[config.mk]
export PLATFORM = sky130hd
export DESIGN_NAME = gb80_register_file_flat
export DESIGN_NICKNAME = d
export VERILOG_FILES = /design/src/rtl/gb80_register_file_pkg.sv /design/src/rtl/gb80_register_file_if.sv /design/src/rtl/gb80_register_file_pair_incdec.sv /design/src/rtl/gb80_register_file.sv /design/src/flat_wrapper.sv
export SDC_FILE = /design/constraint.sdc
export NUM_CORES = 1
export LEC_CHECK = 0
export BUFFER_PORTS_ARGS = -buffer_cell sky130_fd_sc_hd__buf_4
export CAP_MARGIN = 15
export CORE_MARGIN = 4
export CORE_UTILIZATION = 40
export CTS_BUF_LIST = sky130_fd_sc_hd__clkbuf_4
export DETAILED_ROUTE_END_ITERATION = 10
export HOLD_SLACK_MARGIN = 0.1
export PLACE_DENSITY = 0.65
export SYNTH_ARGS = -nofsm -noshare
export SYNTH_HDL_FRONTEND = slang
export SYNTH_SLANG_ARGS = --single-unit
[constraint.sdc]
create_clock -name i_clk -period 10.5 [get_ports i_clk]
set_input_delay 1.05 -clock i_clk [delete_from_list [all_inputs] [get_ports i_clk]]
set_output_delay 1.05 -clock i_clk [all_outputs]
set_load 0.05 [all_outputs]
[src/rtl/gb80_register_file_pkg.sv]
// Shared register-file encodings: byte indices, pair indices and pair op codes.
// Also imported by controller_sequencer, so its PC address 3'h3 is PAIR_PC.
package gb80_regfile_pkg;

  localparam logic [2:0] REG_B = 3'd0;
  localparam logic [2:0] REG_C = 3'd1;
  localparam logic [2:0] REG_D = 3'd2;
  localparam logic [2:0] REG_E = 3'd3;
  localparam logic [2:0] REG_H = 3'd4;
  localparam logic [2:0] REG_L = 3'd5;

  localparam logic [2:0] PAIR_BC = 3'd0;
  localparam logic [2:0] PAIR_DE = 3'd1;
  localparam logic [2:0] PAIR_HL = 3'd2;
  localparam logic [2:0] PAIR_PC = 3'd3;
  localparam logic [2:0] PAIR_SP = 3'd4;

  typedef enum logic [1:0] {
    PAIR_OP_INC  = 2'b00,
    PAIR_OP_DEC  = 2'b01,
    PAIR_OP_LOAD = 2'b10,
    PAIR_OP_HOLD = 2'b11
  } pair_op_t;

endpackage

[src/rtl/gb80_register_file_if.sv]
// Register-interface strobes from the controller and the register file's read-back.
interface gb80_register_file_if #(
  parameter int ADDR_LENGTH = 3,
  parameter int DATA_WIDTH  = 8,
  parameter int PTR_WIDTH   = 16
);
  logic [ADDR_LENGTH-1:0] i_reg_addr;
  logic                   i_reg_wr;
  logic                   i_reg_rd;
  logic                   i_pair_wr;
  logic                   i_pair_rd;
  logic [1:0]             i_pair_op;
  logic [DATA_WIDTH-1:0]  i_data_in;
  logic [PTR_WIDTH-1:0]   i_addr_in;
  logic [DATA_WIDTH-1:0]  o_data_out;
  logic                   o_data_valid;
  logic [PTR_WIDTH-1:0]   o_addr_out;
  logic                   o_addr_valid;
  logic                   o_conflict;
  logic [PTR_WIDTH-1:0]   o_pc;

  modport master (
    output i_reg_addr, i_reg_wr, i_reg_rd, i_pair_wr, i_pair_rd, i_pair_op, i_data_in, i_addr_in,
    input  o_data_out, o_data_valid, o_addr_out, o_addr_valid, o_conflict, o_pc
  );

  modport slave (
    input  i_reg_addr, i_reg_wr, i_reg_rd, i_pair_wr, i_pair_rd, i_pair_op, i_data_in, i_addr_in,
    output o_data_out, o_data_valid, o_addr_out, o_addr_valid, o_conflict, o_pc
  );
endinterface

[src/rtl/gb80_register_file_pair_incdec.sv]
// Next value for one pointer-width pair: increment, decrement, load or hold (modulo 2^W).
module gb80_pair_incdec
  import gb80_regfile_pkg::*;
#(
  parameter int PTR_WIDTH = 16
) (
  input  logic [PTR_WIDTH-1:0] cur,
  input  pair_op_t             op,
  input  logic [PTR_WIDTH-1:0] load_val,
  output logic [PTR_WIDTH-1:0] nxt
);

  always_comb begin
    nxt = cur;
    unique case (op)
      PAIR_OP_INC:  nxt = cur + PTR_WIDTH'(1);
      PAIR_OP_DEC:  nxt = cur - PTR_WIDTH'(1);
      PAIR_OP_LOAD: nxt = load_val;
      PAIR_OP_HOLD: nxt = cur;
      default:      nxt = cur;
    endcase
  end

endmodule

[src/rtl/gb80_register_file.sv]
// B/C/D/E/H/L byte registers plus PC/SP pointers, with combinational read-back.
// Pair strobes take precedence over byte strobes; a collision is flagged one cycle later.
module gb80_register_file
  import gb80_regfile_pkg::*;
#(
  parameter int                 ADDR_LENGTH = 3,
  parameter int                 DATA_WIDTH  = 8,
  parameter int                 PTR_WIDTH   = 16,
  parameter logic [PTR_WIDTH-1:0] PC_RESET  = 16'h0000,
  parameter logic [PTR_WIDTH-1:0] SP_RESET  = 16'hFFFE
) (
  input logic                i_clk,
  input logic                i_reset_n,
  gb80_register_file_if.slave bus
);

  logic [DATA_WIDTH-1:0] reg_b, reg_c, reg_d, reg_e, reg_h, reg_l;
  logic [PTR_WIDTH-1:0]  pc, sp;
  logic                  conflict_q;

  logic                  pair_any;
  logic                  byte_rd_en;
  logic                  byte_wr_en;
  logic [DATA_WIDTH-1:0] byte_sel;
  logic [PTR_WIDTH-1:0]  pair_sel;
  logic [PTR_WIDTH-1:0]  pair_nxt;

  assign pair_any   = bus.i_pair_rd | bus.i_pair_wr;
  assign byte_rd_en = bus.i_reg_rd & ~pair_any;
  assign byte_wr_en = bus.i_reg_wr & ~pair_any;

  always_comb begin
    byte_sel = '0;
    pair_sel = '0;
    case (bus.i_reg_addr)
      REG_B:   byte_sel = reg_b;
      REG_C:   byte_sel = reg_c;
      REG_D:   byte_sel = reg_d;
      REG_E:   byte_sel = reg_e;
      REG_H:   byte_sel = reg_h;
      REG_L:   byte_sel = reg_l;
      default: byte_sel = '0;
    endcase
    case (bus.i_reg_addr)
      PAIR_BC: pair_sel = {reg_b, reg_c};
      PAIR_DE: pair_sel = {reg_d, reg_e};
      PAIR_HL: pair_sel = {reg_h, reg_l};
      PAIR_PC: pair_sel = pc;
      PAIR_SP: pair_sel = sp;
      default: pair_sel = '0;
    endcase
  end

  gb80_pair_incdec #(.PTR_WIDTH(PTR_WIDTH)) u_incdec (
    .cur      (pair_sel),
    .op       (pair_op_t'(bus.i_pair_op)),
    .load_val (bus.i_addr_in),
    .nxt      (pair_nxt)
  );

  // Reads see pre-edge state, so PC_INC returns the old PC while it advances.
  assign bus.o_data_out   = byte_rd_en ? byte_sel : '0;
  assign bus.o_data_valid = byte_rd_en;
  assign bus.o_addr_out   = bus.i_pair_rd ? pair_sel : '0;
  assign bus.o_addr_valid = bus.i_pair_rd;
  assign bus.o_conflict   = conflict_q;
  assign bus.o_pc         = pc;

  always_ff @(posedge i_clk) begin
    if (!i_reset_n) begin
      reg_b      <= '0;
      reg_c      <= '0;
      reg_d      <= '0;
      reg_e      <= '0;
      reg_h      <= '0;
      reg_l      <= '0;
      pc         <= PC_RESET;
      sp         <= SP_RESET;
      conflict_q <= 1'b0;
    end else begin
      conflict_q <= (bus.i_reg_rd | bus.i_reg_wr) & pair_any;
      if (byte_wr_en) begin
        case (bus.i_reg_addr)
          REG_B:   reg_b <= bus.i_data_in;
          REG_C:   reg_c <= bus.i_data_in;
          REG_D:   reg_d <= bus.i_data_in;
          REG_E:   reg_e <= bus.i_data_in;
          REG_H:   reg_h <= bus.i_data_in;
          REG_L:   reg_l <= bus.i_data_in;
          default: ;
        endcase
      end
      if (bus.i_pair_wr) begin
        case (bus.i_reg_addr)
          PAIR_BC: {reg_b, reg_c} <= pair_nxt;
          PAIR_DE: {reg_d, reg_e} <= pair_nxt;
          PAIR_HL: {reg_h, reg_l} <= pair_nxt;
          PAIR_PC: pc <= pair_nxt;
          PAIR_SP: sp <= pair_nxt;
          default: ;
        endcase
      end
    end
  end

endmodule
[src/flat_wrapper.sv]
// flat-port wrapper written by rule: the top's interface ports become plain ports
module gb80_register_file_flat import gb80_regfile_pkg::*;
#(
  parameter int                 ADDR_LENGTH = 3,
  parameter int                 DATA_WIDTH  = 8,
  parameter int                 PTR_WIDTH   = 16,
  parameter logic [PTR_WIDTH-1:0] PC_RESET  = 16'h0000,
  parameter logic [PTR_WIDTH-1:0] SP_RESET  = 16'hFFFE
)
  (i_clk, i_reset_n, bus_i_reg_addr, bus_i_reg_wr, bus_i_reg_rd, bus_i_pair_wr, bus_i_pair_rd, bus_i_pair_op, bus_i_data_in, bus_i_addr_in, bus_o_data_out, bus_o_data_valid, bus_o_addr_out, bus_o_addr_valid, bus_o_conflict, bus_o_pc);
  gb80_register_file_if #(.ADDR_LENGTH(ADDR_LENGTH), .DATA_WIDTH(DATA_WIDTH), .PTR_WIDTH(PTR_WIDTH)) bus_i ();
  input logic i_clk;
  input logic i_reset_n;
  input wire logic [$bits(bus_i.i_reg_addr)-1:0] bus_i_reg_addr;
  input wire logic [$bits(bus_i.i_reg_wr)-1:0] bus_i_reg_wr;
  input wire logic [$bits(bus_i.i_reg_rd)-1:0] bus_i_reg_rd;
  input wire logic [$bits(bus_i.i_pair_wr)-1:0] bus_i_pair_wr;
  input wire logic [$bits(bus_i.i_pair_rd)-1:0] bus_i_pair_rd;
  input wire logic [$bits(bus_i.i_pair_op)-1:0] bus_i_pair_op;
  input wire logic [$bits(bus_i.i_data_in)-1:0] bus_i_data_in;
  input wire logic [$bits(bus_i.i_addr_in)-1:0] bus_i_addr_in;
  output wire logic [$bits(bus_i.o_data_out)-1:0] bus_o_data_out;
  output wire logic [$bits(bus_i.o_data_valid)-1:0] bus_o_data_valid;
  output wire logic [$bits(bus_i.o_addr_out)-1:0] bus_o_addr_out;
  output wire logic [$bits(bus_i.o_addr_valid)-1:0] bus_o_addr_valid;
  output wire logic [$bits(bus_i.o_conflict)-1:0] bus_o_conflict;
  output wire logic [$bits(bus_i.o_pc)-1:0] bus_o_pc;
  assign bus_i.i_reg_addr = bus_i_reg_addr;
  assign bus_i.i_reg_wr = bus_i_reg_wr;
  assign bus_i.i_reg_rd = bus_i_reg_rd;
  assign bus_i.i_pair_wr = bus_i_pair_wr;
  assign bus_i.i_pair_rd = bus_i_pair_rd;
  assign bus_i.i_pair_op = bus_i_pair_op;
  assign bus_i.i_data_in = bus_i_data_in;
  assign bus_i.i_addr_in = bus_i_addr_in;
  assign bus_o_data_out = bus_i.o_data_out;
  assign bus_o_data_valid = bus_i.o_data_valid;
  assign bus_o_addr_out = bus_i.o_addr_out;
  assign bus_o_addr_valid = bus_i.o_addr_valid;
  assign bus_o_conflict = bus_i.o_conflict;
  assign bus_o_pc = bus_i.o_pc;
  gb80_register_file #(.ADDR_LENGTH(ADDR_LENGTH), .DATA_WIDTH(DATA_WIDTH), .PTR_WIDTH(PTR_WIDTH), .PC_RESET(PC_RESET), .SP_RESET(SP_RESET)) u_core (.i_clk(i_clk), .i_reset_n(i_reset_n), .bus(bus_i));
endmodule
## Word-level counts from Yosys, hierarchy flattened

Index checks and enable logic that the tools add are counted.

- Input port bits: 35
- Logic and storage cells: 58
- Register bits: 81
- Output and inout bits: 43

- Equal/unequal tests: 8
- Reductions and logical operators: 4
- Add/subtract/negate cells: 2
- Bitwise operators: 6
- Mux-type cells: 29

Operators with widths:

| cell | number |
|---|---|
| $mux W8 | 25 |
| $pmux W16 S5 | 1 |
| $pmux W16 S4 | 1 |
| $pmux W8 S6 | 1 |
| $add A16 B1 Y16 const B | 1 |
| $mux W16 | 1 |
| $sub A16 B1 Y16 const B | 1 |
| $eq A3 B2 Y1 const B | 2 |
| $eq A3 B3 Y1 const B | 2 |
| $eq A2 B2 Y1 const B | 2 |
| $reduce_and A2 Y1 | 2 |
| $and A1 B1 Y1 | 3 |
| $eq A3 B1 Y1 const B | 1 |
| $logic_not A3 Y1 | 1 |
| $eq A2 B1 Y1 const B | 1 |
| $logic_not A2 Y1 | 1 |
| $or A1 B1 Y1 | 2 |
| $not A1 Y1 | 1 |

## Depth between registers and ports, before layout

Gate-level depths: netlist (run 1).

- Depth in word-level cells: 6
- Gate-level depth with buffers: 17

## Hierarchy

Synthesis (run 1) repeated with hierarchy kept, for this count alone.

- Cells, all modules: 825
- Area total of the unflattened synthesis: 5849.4 um^2

By module, submodules not included:

| module | instances | sequential area each (um^2) | area an instance (um^2) | cells an instance |
|---|---|---|---|---|
| gb80_register_file | 1 | 1621.6 | 4470.5 | 598 |
| gb80_pair_incdec | 1 | 0.0 | 1378.8 | 227 |

## Worst setup path before layout (run 1)

OpenSTA, ideal clock, no wires.

- Path kind: input-to-output
- Start point: input bus_i_reg_addr[0]
- End point: output bus_o_data_out[1]
- Arrival: 3.547 ns
- Cell stages on the path: 9
- Path buffers: 5
- Data required time: 9.450 ns
- Slack: 5.903 ns
- Cell sequence: buf_6 clkbuf_1 clkbuf_1 buf_1 clkbuf_1 a211oi_1 a211oi_1 a21oi_1 nor2_1

- Longest elaborated chain between the ends: 3
- Elaborated cells between the ends (all ways): 8
- Those cells by class: 5 x eq/ne; 2 x mux; 1 x reduce/logical

Ends and longest elaborated chain:

| element | RTL line | source |
|---|---|---|
| start, declared | flat_wrapper.sv:14 | `input wire logic [$bits(bus_i.i_reg_addr)-1:0] bus_i_reg_addr;` |
| $eq A3 B3 Y1 (tied with other cells) | gb80_register_file.sv:35 | `case (bus.i_reg_addr)` |
| $pmux W8 S6 (*) | gb80_register_file.sv:35 |  |
| $mux W8 (*) | gb80_register_file.sv:62 | `assign bus.o_data_out = byte_rd_en ? byte_sel : '0;` |
| end, declared | flat_wrapper.sv:22 | `output wire logic [$bits(bus_i.o_data_out)-1:0] bus_o_data_out;` |

Every way passes the cells marked *; elsewhere a longest branch is shown, timed or not.

## Worst setup path after layout (run 1)

- Start point: input bus_i_reg_addr[0]
- End point: register u_core.sp[13]

- Longest elaborated chain between the ends: 4
- Elaborated cells between the ends (all ways): 10
- Those cells by class: 2 x add/sub; 4 x eq/ne; 2 x mux; 2 x reduce/logical

Ends and longest elaborated chain:

| element | RTL line | source |
|---|---|---|
| $eq A3 B3 Y1 (tied with other cells) | gb80_register_file.sv:44, gb80_register_file.sv:94 |  |
| $pmux W16 S5 | gb80_register_file.sv:44 | `case (bus.i_reg_addr)` |
| $sub A16 B1 Y16 or $add A16 B1 Y16 (tied branches) | gb80_register_file_pair_incdec.sv:17, gb80_register_file_pair_incdec.sv:16 |  |
| $pmux W16 S4 | gb80_register_file_pair_incdec.sv:15 | `unique case (op)` |
| end signal, assigned | gb80_register_file.sv:99 | `PAIR_SP: sp <= pair_nxt;` |
| end, declared | gb80_register_file.sv:18 | `logic [PTR_WIDTH-1:0] pc, sp;` |

Several ways; a longest one is shown, not always the timed one.
A chain may end at the register's enable or synchronous reset.

==> flow_summary.yaml, run 1 <==
grt:
  antenna_found_initial: 1
  grt_pass1_vias: 5036
  grt_pass1_wl_mm: 29.48
  grt_util_met1_pct: 33.26
  use_met3_pct: 3.972
  global_route.usage.total_pct: 23.18
  grt_start_max_net_pins: 84
  fraction_of_met2_tracks_used_by_global_routing_pct: 35.74
  grt.overflow.total: 0
  globalRoute.busiestLayer: "met2"
layout:
  finish.net_count: 833
  drive_gt1_share_pct: 18.23
  fill_cells: 1400
  finish.cell_count_without_fillers: 971
  syn_to_final_growth_pct: 14.67
  area.sequential_um2: 1622
  multi_input_comb_area_um2: 3821
route:
  firstDrtPassIters: 5
  routed-via-count: 5765
  initial_drc_count: 655
  vias_per_instance: 5.937
  drcViolationCount: 0
  routedWlPerCell_um: 19.86
  ant_nets: 0
  route.final.wire_length_mm: 19.29
timing:
  timing_worst_slew_pin_value_ps: 1261
  rsz0062_at_grt: "false"
  fmaxAchievable_mhz: 212.1
  final.setup_skew_ps: 18.18
  maxSlewHeadroom_pct: 15.31
  finalSetupViolCount: 0
  fin_ws_ps: 5785
  timing.final.crit_share_pct: 44.90
  report.final.hold_viol_count: 0
  hold_slack_ps: 480.3
  setup-tns-final_ps: 0
  report.final.slew_viol_count: 0
  post-route-min-period_ps: 4715
yosys:
  yosysMostFrequentCell: "nand2_1"
  synth_ff_type: "dfxtp_1"
  synth.net_count: 787
  yosys_warn_count: 0
  async_flop_share_pct: 0
  seq_area_frac_synth_pct: 28.42
  synthDistinctLibCells: 61
  yosysTopAreaCell: "dfxtp_1"
  yosys-top-cells-count: "nand2_1, nor2_1, dfxtp_1, a21oi_1, mux2i_1"
  synthTopCellsByArea: "dfxtp_1, mux2i_1, nand2_1, nor2_1, mux2_2"
  post_synth.cell_area_avg_um2: 7.721
  number_of_enable_flip_flop_cells_after_synthesis: 0
  cell_count_after_synthesis: 739
  yosysTopAreaCellShare_pct: 28.42
  post_syn_area_um2: 5705
  yosys_register_bits: 81
worst_setup_path:
  worst_r2r_path_depth: 15
  regToRegStartpoint: "u_core.reg_c[1]"
  setup.worst_path.start_class: "input port"
  endpoint: "u_core.sp[13]"
  critical_path_required_ps: 10880
  crit_arrival_ps: 5090
  r2r-end: "u_core.sp[13]"
  worstPathMaxFanout: 46
  critPathCaptureType: "register"
  crit_start: "bus_i_reg_addr[0]"
  class_of_the_most_critical_setup_path: "in2reg"
  reg2reg_slack_ps: 6650
cts:
  clk_path_buf_depth: 2
  path_clk_slew_ps: 140
  cts-root-buf: "clkbuf_4"
  insertion_delay_of_the_later_clocked_pin_in_the_worst_skew_pair_ps: 450
  cts_post_setup_buffers_inserted: 0
  htreeDepth: 3
  tritoncts: "done"
  tritoncts_num_sinks: 81
  cts_inserted_buffers: 9
  post_cts_resize_count: 0
  hold_buffers: 0
die:
  die_area_um2: 16240
  row_count: 43
  num_io_pins: 78
  initial_utilization_pct: 40.94
  floorplan.die.width_um: 127.4
  core_area_um2: 13930
  chipHeight_um: 127.4
pwr:
  ir_drop_uv: 70.17
  leakage_uw: 0.003194
  total_power_uw: 749.6
  pwr_density_cell_nw_per_um2: 114.6
outcome:
  run_status: "finished clean"
placement:
  cell_count_after_placement: 954
  placement.io_buffers: 77
  worst_slack_after_detailed_placement_ps: 5348
  gpl.final_weighted_congestion: 0.9305
  dpl.hpwl_mm: 13.74
worst_hold_path:
  hold_path_class: "reg2reg"
flow_run:
  cap_viol_max_count: 0
## final cells by class
cell class | count | share of cell area, %
multi-input cells | 594 | 58.41
flip-flops and latches | 81 | 24.78
repair buffers | 85 | 9.753
well taps | 180 | 3.442
clock inverters | 6 | 1.626
clock buffers | 10 | 1.147
inverters | 14 | 0.8032
diodes | 1 | 0.03825
## metal layers
layer	share of wire [%]	vias to the layer above	routed length (µm)
met4	2.5	0	473
li1	-	2742	-
met5	0	-	0
met1	44	2726	8559
met3	8.3	32	1592
met2	45	265	8660
## where the power goes
group / internal [µW] / switching, µW
Combinational: 66.0 / 120
Sequential: 319 / 9.99
Clock: 122 / 112
Total: 507 / 242
## cell families after synthesis
group | share of synthesized area [%]
adders and majority gates | 2.982
buffers and inverters | 4.605
muxes | 16.23
xor gates and xnor gates | 1.381
DFF | 28.42
AOI/OAI and AO/OA | 22.19
and+or+nand+nor | 24.19
## worst max-delay path: stages
cell and delay, ps:
buf_4 450, or2b_1 510, o22ai_1 440, ha_1 300, or2_2 270, a21oi_1 230, a21oi_1 120, o2111ai_1 440
a31oi_1 210, or4_1 510, nand4_1 270, nor2_1 60, o21ai_0 190
## sequential cells by signal, summed over array words and instances, names as in the netlist
name	count
u_core.reg_b	8
u_core.reg_c	8
u_core.bus.o_pc	16
u_core.reg_h	8
u_core.sp	16
u_core.reg_e	8
u_core.bus.o_conflict	1
u_core.reg_l	8
u_core.reg_d	8
## through the flow
step           cell area, µm²  utilization (%)
4_1_cts                  6540            46.93
6_report                 6543            46.95
5_1_grt                  6543            46.95
3_3_place_gp             6359            45.63
2_1_floorplan            5705                -
3_5_place_dp             6359            45.63
## layout by cell type, fill, tap and decap left out, types with 12 or more instances in the layout
cell type / instances
ha_1: 12
inv_1: 12
o21ai_0: 45
mux2_2: 25
nand2_1: 93
o211a_1: 27
nor2_1: 89
buf_4: 85
dfxtp_1: 81
mux2i_1: 52
nand3_1: 44
a21oi_1: 54
## worst min path at each step
stage / slack (ps) / from / to / cells after the start
after global routing: 510 / u_core.sp[6] / u_core.sp[6] / 2
final: 480 / u_core.sp[6] / u_core.sp[6] / 2
after CTS: 480 / u_core.sp[6] / u_core.sp[6] / 2
after global placement: 450 / u_core.sp[6] / u_core.sp[6] / 2
after detailed placement: 460 / u_core.sp[6] / u_core.sp[6] / 2
after floorplan: 440 / u_core.sp[6] / u_core.sp[6] / 2
Power figures use the tool's default switching activity.
==> run 2, diff against run 1 <==
--- a/config.mk
+++ b/config.mk
@@ -5,6 +5,7 @@
 export SDC_FILE = /design/constraint.sdc
 export NUM_CORES = 1
 export LEC_CHECK = 0
+export ABC_AREA = 1
 export BUFFER_PORTS_ARGS = -buffer_cell sky130_fd_sc_hd__buf_4
 export CAP_MARGIN = 15
 export CORE_MARGIN = 4
==> constraint.sdc (replaced) <==
create_clock -name i_clk -period 4.5 [get_ports i_clk]
set_input_delay 0.45 -clock i_clk [delete_from_list [all_inputs] [get_ports i_clk]]
set_output_delay 0.45 -clock i_clk [all_outputs]
set_load 0.05 [all_outputs]
==> run 2 against run 1 <==
- area after synthesis rose by 3.8%
- worst hold slack got worse by 150 ps
- first-iteration DRC count up 1.2%
- setup slack worse by 4500 ps
- combinational power grew 130%
- flip-flop and latch count is the same
- clock power rose by 110%
- utilization is 0.068 points lower
- clock-buffer cell count increased by 1
- critical path type unchanged
- critical endpoint is now u_core.bus.o_pc[8]
- largest power group unchanged
==> flow_summary.yaml, run 2 <==
outcome:
  run_status: "finished clean"
cts:
  hold_buffers: 0
  post_cts_resize_count: 0
  cts-root-buf: "clkbuf_4"
  tritoncts: "done"
  path_clk_slew_ps: 120
  cts_inserted_buffers: 9
  cts_post_setup_buffers_inserted: 0
  htreeDepth: 3
  tritoncts_num_sinks: 81
  insertion_delay_of_the_later_clocked_pin_in_the_worst_skew_pair_ps: 480
  clk_path_buf_depth: 2
worst_setup_path:
  critical_path_required_ps: 4870
  crit_arrival_ps: 3550
  slowest_delay_ps: 370
  worstPathMaxFanout: 12
  timing.critical_path.mode_cell: "nand2_1"
  critical_path_buf_inv_count: 5
  class_of_the_most_critical_setup_path: "in2reg"
  setup.worst_path.start_class: "input port"
  critPathCaptureType: "register"
  slowest_stage: "o21ai_0"
  ordered_list_of_cells_on_the_worst_path: "buf_4 > nor2_4 > nand2_1 > buf_4 > o21a_1 > inv_1 > ha_1 > nand2_1 > inv_1 > o21ai_0 > and2_1 > o21ai_0 > nand2_1 > o21ai_1 > a21oi_1 > o21ai_1 > nand2_1 > o21ai_1 > inv_1"
  critical-path-top-delay-family: "compound AO/OA/AOI/OAI gates"
pwr:
  power_frac_clock_pct: 29.2
  seq_power_share_pct: 45.2
  ir_drop_uv: 124.3
  combPwrFrac_pct: 25.6
  power_switching_uw: 580.1
  leakage_uw: 0.003504
  switching_share_pct: 34.36
  pwr_density_cell_nw_per_um2: 247.8
  internal_power_uw: 1108
die:
  die_area_um2: 16820
  initial_utilization_pct: 40.75
  chipHeight_um: 129.7
  row_count: 44
  num_io_pins: 78
  floorplan.die.width_um: 129.7
  core_area_um2: 14530
yosys:
  number_of_enable_flip_flop_cells_after_synthesis: 0
  cell_count_after_synthesis: 940
  post_syn_area_um2: 5923
  yosysTopAreaCell: "dfxtp_1"
  async_flop_share_pct: 0
  yosys_warn_count: 0
  yosys_register_bits: 81
  post_synth.cell_area_avg_um2: 6.301
  yosysTopAreaCellShare_pct: 27.38
  synth.net_count: 988
  synthTopCellsByArea: "dfxtp_1, inv_1, nand2_1, a21oi_1, o21ai_0"
  yosysMostFrequentCell: "inv_1"
  synthDistinctLibCells: 45
  yosys-top-cells-count: "inv_1, nand2_1, a21oi_1, dfxtp_1, o21ai_0"
  synth_ff_type: "dfxtp_1"
  seq_area_frac_synth_pct: 27.38
timing:
  setup-tns-final_ps: 0
  timing.final.crit_share_pct: 70.65
  post-route-min-period_ps: 3179
  report.final.slew_viol_count: 0
  maxSlewHeadroom_pct: 28.92
  report.final.hold_viol_count: 0
  final.setup_skew_ps: 27.21
  rsz0062_at_grt: "false"
  finalSetupViolCount: 0
  fmaxAchievable_mhz: 314.5
  timing_worst_slew_pin_value_ps: 1065
route:
  firstDrtPassIters: 8
  routedWlPerCell_um: 18.28
  route.final.wire_length_mm: 21.77
  initial_drc_count: 663
  vias_per_instance: 5.519
  routed-via-count: 6573
  ant_nets: 0
  drcViolationCount: 0
layout:
  fill_cells: 1554
  finish.net_count: 1051
  syn_to_final_growth_pct: 15.04
  stdcell_area_um2: 6814
  final_cell_mix: "inv_1, nand2_1, buf_4"
  drive_gt1_share_pct: 15.39
  antenna_cells_inserted: 0
  final_common_cell: "inv_1"
placement:
  dpl-instance-area_um2: 6651
  gpl.final_weighted_congestion: 0.9907
  dpl.hpwl_mm: 16.29
  placement.io_buffers: 77
grt:
  grt_pass1_wl_mm: 33.89
  global_route.usage.total_pct: 26.34
  grt_start_max_net_pins: 54
  grt.overflow.total: 0
  antenna_found_initial: 0
  grt_pass1_vias: 6017
flow_run:
  cap_viol_max_count: 0
worst_hold_path:
  hold_path_class: "in2reg"
==> run 2: cell families after synthesis <==
group,after synthesis,share of synthesized area (%)
simple gates,352,28.96
compound gates,251,24.78
fa+ha+maj,13,2.873
buf+inv,242,15.86
flops,81,27.38
xor+xnor,1,0.1479
==> run 2: layer usage <==
metal  up-vias  global-route usage (%)  wire length [µm]
li1       3203                       -                 -
met1      2956                   35.61              9367
met2       349                   40.01              9297
met3        65                   5.523              2062
met4         0                   12.65              1039
met5         -                       0                 0
==> run 2: worst reg2reg max path: cells and delay by family, from the launching register on <==
kind / cells / cell delay (ps)
compound gates: 9 / 1600
simple gates: 4 / 440
fa+ha+maj: 1 / 350
flops: 1 / 330
buf+inv: 4 / 290
==> run 2: power by group through the flow <==
stage	Clock (µW)	Combinational (µW)	Sequential, µW
floorplan	0	270	792
global placement	0	424	778
detailed placement	0	426	778
CTS	500	427	762
global route	529	474	766
finish	493	433	763
==> run 2: per-stage QoR <==
step	util [%]	setup WS [ps]	hold slack (ps)	power, µW	cells
after floorplan	-	1250	440.4	1062	940
after global placement	45.76	1036	451.3	1202	1175
after detailed placement	45.76	845.6	455.2	1204	1175
after CTS	46.81	1343	305.4	1689	1190
after global routing	46.88	922.9	317.2	1768	1191
final	46.88	1321	331.6	1688	1191
==> run 2: worst paths after layout <==
path / depth (start not counted) / endpoint / from / slack (ps)
max: 19 / u_core.bus.o_pc[8] / bus_i_reg_addr[0] / 1320
max reg2reg: 18 / u_core.bus.o_pc[8] / u_core.bus.o_pc[2] / 1410
min reg2reg: 2 / u_core.sp[11] / u_core.sp[11] / 490
min: 3 / u_core.reg_e[4] / bus_i_data_in[4] / 330
==> run 2: area by class of cell <==
class	count	area (µm²)	area share, %
clock buffer	11	82.58	1.212
timing repair buffer	91	686.9	10.08
inverter	203	762.0	11.18
sequential	81	1622	23.80
tap	184	230.2	3.379
multi-input combinational	617	3362	49.34
clock inverter	4	68.82	1.010
==> run 3, diff against run 2 <==
==> constraint.sdc (replaced) <==
create_clock -name i_clk -period 3.07 [get_ports i_clk]
set_input_delay 0.307 -clock i_clk [delete_from_list [all_inputs] [get_ports i_clk]]
set_output_delay 0.307 -clock i_clk [all_outputs]
set_load 0.05 [all_outputs]
==> run 3 against run 2 <==
- combinational power up 69%
- setup slack got worse by 1100 ps
- via count grew 4.1%
- power up 42%
- final cell count rose by 6.3%
- worst hold slack got worse by 130 ps
- final area grew 7.7%
- wire length up 4.0%
- clock skew shrank 5.8 ps
- global-route usage rose by 0.61 points
- critical endpoint is now u_core.sp[8]
- highest routed layer unchanged
==> flow_summary.yaml, run 3 (same netlist as run 2, synthesis figures left out) <==
outcome:
  run_status: "finished clean"
route:
  route.final.wire_length_mm: 22.64
  routedWlPerCell_um: 17.88
  routed-via-count: 6840
  ant_nets: 0
  vias_per_instance: 5.403
  firstDrtPassIters: 7
  initial_drc_count: 854
  drcViolationCount: 0
grt:
  global_route.usage.total_pct: 26.95
  antenna_found_initial: 0
  grt_pass1_wl_mm: 35.03
  grt.overflow.total: 0
  grt_start_max_net_pins: 53
  grt_pass1_vias: 6253
worst_hold_path:
  hold_path_class: "in2reg"
worst_setup_path:
  worstPathMaxFanout: 4
  slowest_stage: "fa_1"
  critical_path_required_ps: 3400
  ordered_list_of_cells_on_the_worst_path: "inv_1 > o21ai_0 > a221oi_1 > o21a_1 > inv_1 > fa_1 > nand2_1 > inv_1 > o21ai_0 > and2_1 > o21ai_2 > nand2_1 > o21ai_2 > o21ai_1 > buf_4 > nand2_1 > nand2_1 > o211ai_1"
  crit_arrival_ps: 3160
  slowest_delay_ps: 400
  critical_path_buf_inv_count: 4
  timing.critical_path.mode_cell: "nand2_1"
  setup.worst_path.start_class: "register"
  critPathCaptureType: "register"
  critical-path-top-delay-family: "compound AO/OA/AOI/OAI gates"
  class_of_the_most_critical_setup_path: "reg2reg"
die:
  core_area_um2: 14530
  floorplan.die.width_um: 129.7
  die_area_um2: 16820
  row_count: 44
  initial_utilization_pct: 40.75
  num_io_pins: 78
  chipHeight_um: 129.7
timing:
  fmaxAchievable_mhz: 352.4
  post-route-min-period_ps: 2838
  setup-tns-final_ps: 0
  finalSetupViolCount: 0
  timing.final.crit_share_pct: 92.43
  final.setup_skew_ps: 21.38
  report.final.slew_viol_count: 0
  maxSlewHeadroom_pct: 21.95
  report.final.hold_viol_count: 0
  rsz0062_at_grt: "false"
  timing_worst_slew_pin_value_ps: 1169
layout:
  finish.net_count: 1124
  final_cell_mix: "inv_1, nand2_1, buf_4"
  final_common_cell: "inv_1"
  syn_to_final_growth_pct: 23.93
  fill_cells: 1575
  drive_gt1_share_pct: 21.83
flow_run:
  cap_viol_max_count: 0
placement:
  placement.io_buffers: 77
  gpl.final_weighted_congestion: 0.9814
  dpl.hpwl_mm: 17.20
cts:
  cts-root-buf: "clkbuf_4"
  tritoncts_num_sinks: 81
  cts_inserted_buffers: 9
  insertion_delay_of_the_later_clocked_pin_in_the_worst_skew_pair_ps: 450
  clk_path_buf_depth: 2
  htreeDepth: 3
  hold_buffers: 0
  path_clk_slew_ps: 150
  tritoncts: "done"
pwr:
  ir_drop_uv: 195.8
  leakage_uw: 0.003825
  pwr_density_cell_nw_per_um2: 327.1
  total_power_uw: 2401
==> run 3: changes by cell type in the layout (fill, tap and decap cells not counted), sizes merged <==
cell / delta
buf: +73
bufinv: -2
clkbuf: -2
clkinv: +3
clkinvlp: +2
diode: +1
==> run 3: power breakdown <==
part | leakage [µW] | internal, µW | switching (µW) | total [µW]
registers | 0.000660 | 1090 | 24.5 | 1120
clock network | 0.0000566 | 157 | 398 | 554
logic | 0.00311 | 264 | 466 | 730
total | 0.00383 | 1510 | 888 | 2400
==> run 3: worst min-delay path: cells and delay by family <==
| kind | cells | cell delay [ps] |
|---|---|---|
| compound gates | 2 | 170 |
| buf+inv | 1 | 130 |
==> run 3: final cells by class <==
class	instances	area [µm²]	area share [%]
multi-input cells	617	3387	46.14
flip-flops and latches	81	1623	22.11
repair buffers	164	1231	16.77
inverters	203	762.0	10.38
well taps	184	230.2	3.136
clock buffers	9	67.56	0.9204
clock inverters	7	37.54	0.5113
diodes	1	2.502	0.03409
==> run 3: per-layer routing <==
metal | track usage [%] | share of wire (%)
met5 | 0 | 0
met2 | 41.83 | 44
met4 | 8.924 | 3.6
met3 | 3.957 | 9.8
met1 | 38.35 | 42
==> run 3: path summary, 6_finish.rpt <==
path / startpoint / to / slack, ps / cells past startpoint
worst max-delay path: u_core.bus.o_pc[1] / u_core.sp[8] / 230 / 18
worst min register to register: u_core.sp[14] / u_core.sp[14] / 480 / 2
worst min-delay path: bus_i_data_in[0] / u_core.reg_e[0] / 200 / 3
worst max register to register: u_core.bus.o_pc[1] / u_core.sp[8] / 230 / 18
==> run 3: repair_timing <==
action | CTS | global route
setup endpoints to repair | 0 | 28
gates resized for setup | 0 | 10
setup buffers | 0 | 2
==> run 3: through the flow <==
step	area (µm²)	std cells	setup slack (ps)	hold WS, ps	util (%)
floorplan	5923	940	53.39	440.4	-
global placement	7192	1247	-96.10	450.5	49.48
detailed placement	7192	1247	-140.2	454.1	49.48
CTS	7297	1263	142.3	184.7	50.21
global route	7338	1265	13.20	195.7	50.49
finish	7341	1266	232.5	201.6	50.51
